`src/rtl/div_pkg.sv`:
```
// Shared widths and the result-entry record for the divider result buffer.
package div_pkg;

  localparam int XLEN_DEF  = 32;
  localparam int TAG_W_DEF = 8;
  localparam int DEPTH_DEF = 8;

  // Field order here matches the packed layout stored in the FIFO.
  typedef struct packed {
    logic [XLEN_DEF-1:0]  result;
    logic [TAG_W_DEF-1:0] tag;
    logic [XLEN_DEF-1:0]  pc;
    logic                 dz_exc;
  } div_entry_t;

  function automatic int entry_width(input int xlen, input int tag_w);
    return 2 * xlen + tag_w + 1;
  endfunction

endpackage

```
`src/rtl/div_result_fifo.sv`:
```
// Circular FIFO holding divider results until the CDB arbiter takes them.
module div_result_fifo #(
  parameter int W     = div_pkg::entry_width(div_pkg::XLEN_DEF, div_pkg::TAG_W_DEF),
  parameter int DEPTH = div_pkg::DEPTH_DEF
) (
  input  logic         clk,
  input  logic         reset,
  input  logic         push,
  input  logic         pop,
  input  logic [W-1:0] wr_data,
  output logic [W-1:0] rd_data,
  output logic         full,
  output logic         empty
);

  localparam int PTR_W = $clog2(DEPTH);
  localparam int CNT_W = $clog2(DEPTH + 1);

  logic [W-1:0]     mem [DEPTH];
  logic [PTR_W-1:0] wr_ptr;
  logic [PTR_W-1:0] rd_ptr;
  logic [CNT_W-1:0] count;
  logic             do_push;
  logic             do_pop;

  assign empty = (count == '0);
  assign full  = (count == CNT_W'(DEPTH));

  // A push into a full FIFO is legal only when a pop frees the head on the same edge.
  assign do_pop  = pop && !empty;
  assign do_push = push && (!full || do_pop);

  assign rd_data = mem[rd_ptr];

  always_ff @(posedge clk or posedge reset) begin
    if (reset) begin
      wr_ptr <= '0;
      rd_ptr <= '0;
      count  <= '0;
      // NOTE: the payload array is reset too, so the head outputs read zero while empty after reset.
      for (int i = 0; i < DEPTH; i++) mem[i] <= '0;
    end else begin
      if (do_push) begin
        mem[wr_ptr] <= wr_data;
        wr_ptr      <= wr_ptr + 1'b1;
      end
      if (do_pop) rd_ptr <= rd_ptr + 1'b1;
      case ({do_push, do_pop})
        2'b10:   count <= count + 1'b1;
        2'b01:   count <= count - 1'b1;
        default: count <= count;
      endcase
    end
  end

endmodule

```
`src/rtl/div_result_buffer.sv`:
```
// Buffers divider results for the CDB and hands out issue credits so the
// non-stallable divider can never produce a result with nowhere to go.
module div_result_buffer
  import div_pkg::*;
#(
  parameter int XLEN  = XLEN_DEF,
  parameter int TAG_W = TAG_W_DEF,
  parameter int DEPTH = DEPTH_DEF
) (
  input  logic             clk,
  input  logic             reset,
  input  logic             issue_fire,
  output logic             issue_ready,
  input  logic             div_done,
  input  logic [XLEN-1:0]  div_result,
  input  logic [TAG_W-1:0] div_tag,
  input  logic [XLEN-1:0]  div_pc,
  input  logic             div_dz_exc,
  output logic             cdb_valid,
  input  logic             cdb_grant,
  output logic [XLEN-1:0]  cdb_result,
  output logic [TAG_W-1:0] cdb_tag,
  output logic [XLEN-1:0]  cdb_pc,
  output logic             cdb_dz_exc,
  output logic             err
);

  localparam int ENTRY_W = entry_width(XLEN, TAG_W);
  localparam int RES_W   = $clog2(DEPTH + 1);

  logic [ENTRY_W-1:0] wr_data;
  logic [ENTRY_W-1:0] rd_data;
  logic               fifo_full;
  logic               fifo_empty;
  logic               pop;
  logic               accept;
  logic               credit_dec;
  logic               overflow;
  logic               bad_issue;
  logic [RES_W-1:0]   reserved;

  assign wr_data = {div_result, div_tag, div_pc, div_dz_exc};

  div_result_fifo #(
    .W     (ENTRY_W),
    .DEPTH (DEPTH)
  ) u_fifo (
    .clk     (clk),
    .reset   (reset),
    .push    (div_done),
    .pop     (pop),
    .wr_data (wr_data),
    .rd_data (rd_data),
    .full    (fifo_full),
    .empty   (fifo_empty)
  );

  assign cdb_valid = !fifo_empty;
  assign {cdb_result, cdb_tag, cdb_pc, cdb_dz_exc} = rd_data;

  assign pop         = cdb_valid && cdb_grant;
  assign issue_ready = (reserved < RES_W'(DEPTH));
  assign accept      = issue_fire && issue_ready;
  assign bad_issue   = issue_fire && !issue_ready;
  assign overflow    = div_done && fifo_full && !pop;
  // A pop without a matching credit (result produced outside the credit scheme) must not underflow.
  assign credit_dec  = pop && (reserved != '0);

  always_ff @(posedge clk or posedge reset) begin
    if (reset) begin
      reserved <= '0;
      err      <= 1'b0;
    end else begin
      case ({accept, credit_dec})
        2'b10:   reserved <= reserved + 1'b1;
        2'b01:   reserved <= reserved - 1'b1;
        default: reserved <= reserved;
      endcase
      if (bad_issue || overflow) err <= 1'b1;
    end
  end

endmodule
```
`config.mk`:
```
export PLATFORM = sky130hd
export DESIGN_NAME = div_result_buffer
export DESIGN_NICKNAME = d
export VERILOG_FILES = /design/src/rtl/div_pkg.sv /design/src/rtl/div_result_fifo.sv /design/src/rtl/div_result_buffer.sv
export SDC_FILE = /design/constraint.sdc
export NUM_CORES = 1
export LEC_CHECK = 0
export ABC_AREA = 1
export BUFFER_PORTS_ARGS = -buffer_cell sky130_fd_sc_hd__buf_2
export CAP_MARGIN = 20
export CORE_ASPECT_RATIO = 0.6
export CORE_MARGIN = 2
export CORE_UTILIZATION = 55
export DETAILED_ROUTE_END_ITERATION = 6
export PLACE_DENSITY = 0.75
export SLEW_MARGIN = 15
export SYNTH_ARGS = -nofsm -noshare
export SYNTH_HDL_FRONTEND = slang
export SYNTH_SLANG_ARGS = --single-unit
```
`constraint.sdc`:
```
create_clock -name clk -period 29.3 [get_ports clk]
set_input_delay 8.79 -clock clk [delete_from_list [all_inputs] [get_ports clk]]
set_output_delay 8.79 -clock clk [all_outputs]
set_load 0.05 [all_outputs]
```
==> results <==
- Once the clock tree was built, the resizer swapped 0 gates to a different size.
- Counting every net in the synthesized netlist gives 3379.
- The arrival time of data at the critical path endpoint is 4.17 ns.
- The compound-gate portion of the synthesized area came to 0.190.
- For the final database, setup skew stands at 0.0238 ns.
- The critical path is of the reg2out type.
- The kind of end point of the critical path is a primary output.
- At the worst endpoint, the required time is 20.51 ns.
- The adder-cell area share of the yosys netlist is 0.00369.
- The overall die height is 176 um.
- The setup slack after layout is 16.34 ns.
- The share of Yosys cell area claimed by the top area cell type is 0.552.
- The placer congestion estimate is 0.779.
- The routed via count divided by cell count is 5.74.
- The initial antenna violation count is 1.
- The floorplan has 62 rows.
- The number of H-tree levels is 2.
- The post-synthesis instance area is 27100 um2.
- TritonCTS built the clock tree.
- Entering global routing, the biggest net connects 179 pins.
- The post-synthesis xor/xnor area fraction is 0.00323.
- The DRC marker count from the first detailed-route iteration is 2372.
- The tree is rooted in a sky130_fd_sc_hd__clkbuf_16.
- Along the worst path, the maximum fanout reaches 90.
- The total die area is 51200 um2.
- After detailed routing, the number of remaining DRC violations is 0.
- The detail route stage leaves a number of antenna-violating nets equal to 0.
- Clock-pin slew was measured on the worst setup and hold paths at 0.06 ns.
- The number of synthesized register bits is 599.
- The sum of overflow across all layers after global routing is 0.
- The number of antenna diodes in the final layout is 0.
- The count of cell types in the netlist is 23.
- The die is 291 um wide.
- In this run the post-CTS setup repair buffer count came out at 0.
- The count of yosys warnings during synthesis is 0.
- The min-delay analysis places its worst path in the category reg2reg.
- After synthesis, the largest family of logic cells by area is compound AO/OA/AOI/OAI gates.
- Max-cap violations in this run came to 0.
- The count of boundary I/O pins is 154.
- The largest total area in the synthesized netlist belongs to sky130_fd_sc_hd__dfrtp_1.
- The final net count is 3372.
- The fill cell total of the finished layout is 4171.
- The maximum ir drop on the vdd rail is 0.0964 mV.
- Of the total synthesized cell area, the portion taken by AND, OR, NAND and NOR gates is 0.183.
- The part of the cycle the worst path needs is 0.442.
- The quantity of hold-fixing buffers added after cts is 0.
- The first global-routing pass estimated 115000 um of wire.
- After detailed routing, the total wire length is 69700 um.
- The sequential fraction of the synthesis area is 0.552.
- In this run, placement finished with an instance count of 3868.
- Derived from the worst setup path, the maximum achievable clock frequency is 77.2 MHz.
- The first-pass iteration count of the detailed router is 6.
- Measured against the total synthesized area, the mux share comes to 0.
- Counting every sink on the clock net gives 599.
- By area the synthesized netlist is led by sky130_fd_sc_hd__dfrtp_1 55%, sky130_fd_sc_hd__o21ai_0 17%, sky130_fd_sc_hd__nand2_1 12%.
- The per-cell routed wire length is 17.6 um.
- The end-of-flow core utilization is 0.605.
- The placed wire-length estimate after detailed placement is 37300 um.
- The final instance area is 29200 um2.
- A synthesized cell averages 8.24 um2.
- The total CTS buffers is 53.
- The via total after detailed routing is 22800.
- Summed over all failing endpoints, the final setup total negative slack is 0 ns.
- The number of buffers inserted by port buffering is 153.
- Synthesis produced a netlist whose cell count is 3293.
- The count of non-filler cells in the finished layout is 3966.
- The share of final-layout standard cells stronger than drive strength 1 is 0.0851.
- The overall power is 3.85 mW.
- The clock latency of the later-clocked register in the worst-skew pair is 0.59 ns.
- The worst setup timing slack at the placement stage is 15.81 ns.
- The smallest clock period supported by the final layout is computed as 12.96 ns.
- The number of global-route vias before repair is 22000.
- The flow ran to the end, and the final reports show no timing, DRC or antenna violations.
- The final setup violation count is 0.
- The deepest clock path buffer count is 3.
- Setup repair after global routing left no endpoint under its margin.
- For this design the static power due to leakage is 14.2 nW.
- The number of hold-slack violations in the final timing report is 0.
- For the pin with the worst max-slew slack, the measured transition is 1.03 ns.
- The layout overhead on the synthesized area is 7.59%.
- The core outline area is 48300 um2.
- Dividing total power by cell area gives a power density of 132 nW/um2.
- The count of final max-slew check failures is 0.
- In the global route stage, overall resource usage came out at 0.274.
- The normalized max-slew margin is 0.313.
- Across all hold checks on the routed design, the worst slack comes to 0.476 ns.
- After detailed placement, the total cell area comes to 27500 um2.
- The effective utilization at floorplan is 0.562.
- STA classifies the critical path startpoint as a flop.
==> layout make-up <==
cell class / count / area, um2 / area share
clock inverters: 18 / 95.1 / 0.00326
repair buffers: 179 / 1020 / 0.0350
inverters: 93 / 364 / 0.0125
clock buffers: 77 / 1570 / 0.0537
multi-input cells: 2360 / 10300 / 0.354
well taps: 640 / 801 / 0.0274
flip-flops and latches: 599 / 15000 / 0.514
==> cells by family after synthesis <==
group | Yosys count
flip-flops | 599
buffers and inverters | 334
AO/OA/AOI/OAI | 1032
adder cells (fa/ha/maj) | 8
XOR/XNOR | 10
AND/OR/NAND/NOR | 1310
==> where the power goes <==
group / switching [mW] / leakage (nW) / internal (mW) / total, mW
sequential: 0.245 / 7.55 / 1.20 / 1.44
clock: 0.306 / 0.834 / 0.370 / 0.676
combinational: 1.25 / 5.85 / 0.483 / 1.74
==> registers in the layout, summed over array words and instances (netlist names) <==
| signal | count |
|---|---|
| u_fifo.wr_ptr | 3 |
| err | 1 |
| u_fifo.rd_ptr | 3 |
| u_fifo.mem | 584 |
| reserved | 4 |
| u_fifo.count | 4 |
==> cell usage after synthesis <==
cell and n:
sky130_fd_sc_hd__o21ai_1 106, sky130_fd_sc_hd__buf_4 27, sky130_fd_sc_hd__nor2_1 452, sky130_fd_sc_hd__ha_1 8
sky130_fd_sc_hd__dfrtp_1 599, sky130_fd_sc_hd__a21oi_1 4, sky130_fd_sc_hd__buf_6 44, sky130_fd_sc_hd__nand2_4 5
sky130_fd_sc_hd__clkbuf_1 72, sky130_fd_sc_hd__o21ai_0 922, sky130_fd_sc_hd__nand2_1 841, sky130_fd_sc_hd__nand3_2 1
sky130_fd_sc_hd__xor2_1 6, sky130_fd_sc_hd__inv_1 91, sky130_fd_sc_hd__buf_1 5, sky130_fd_sc_hd__xnor2_1 4
sky130_fd_sc_hd__nor2_2 1, sky130_fd_sc_hd__buf_2 92, sky130_fd_sc_hd__nand3_1 6, sky130_fd_sc_hd__nor3_1 1
sky130_fd_sc_hd__buf_12 1, sky130_fd_sc_hd__nand2_2 3, sky130_fd_sc_hd__inv_2 2
==> metal layers <==
metal | track usage | wire [um] | share of wire
met1 | 0.388 | 30700 | 0.44
met2 | 0.446 | 32300 | 0.46
met4 | 0.0699 | 1240 | 0.018
met3 | 0.0451 | 5500 | 0.079
met5 | 0 | 14 | 0.00020
==> worst paths after layout <==
kind	start	to	slack (ns)	cells past startpoint
max	u_fifo.rd_ptr[0]$_DFFE_PP0P_	cdb_result[31]	16.34	7
max reg2reg	u_fifo.count[1]$_DFFE_PP0P_	u_fifo.mem[87]$_DFFE_PP0P_	26.24	7
min reg2reg	err$_DFFE_PP0P_	err$_DFFE_PP0P_	0.48	2
max in group asynchronous	reset	u_fifo.mem[477]$_DFFE_PP0P_	17.11	8
min	err$_DFFE_PP0P_	err$_DFFE_PP0P_	0.48	2
min in group asynchronous	reset	u_fifo.mem[282]$_DFFE_PP0P_	8.38	2
==> cells in the final DEF (no fill, tap or decap), drive strengths merged <==
cell type and instances:
nand2 849, clkbuf 77, o21ai 1028, buf 179, nor3 1, clkinv 16
dfrtp 599, xor2 6, nand3 7, a21oi 4, nor2 453, clkinvlp 2
inv 93, ha 8, xnor2 4
==> critical path, cell delays in order (launching register included) <==
cell and delay (ns):
sky130_fd_sc_hd__dfrtp_4 0.96, sky130_fd_sc_hd__buf_4 0.91, sky130_fd_sc_hd__buf_4 0.67, sky130_fd_sc_hd__o21ai_0 0.20
sky130_fd_sc_hd__o21ai_0 0.25, sky130_fd_sc_hd__nand2_1 0.08, sky130_fd_sc_hd__nand2_1 0.12, sky130_fd_sc_hd__buf_2 0.27
No activity file was read; power rests on OpenSTA's default activity.
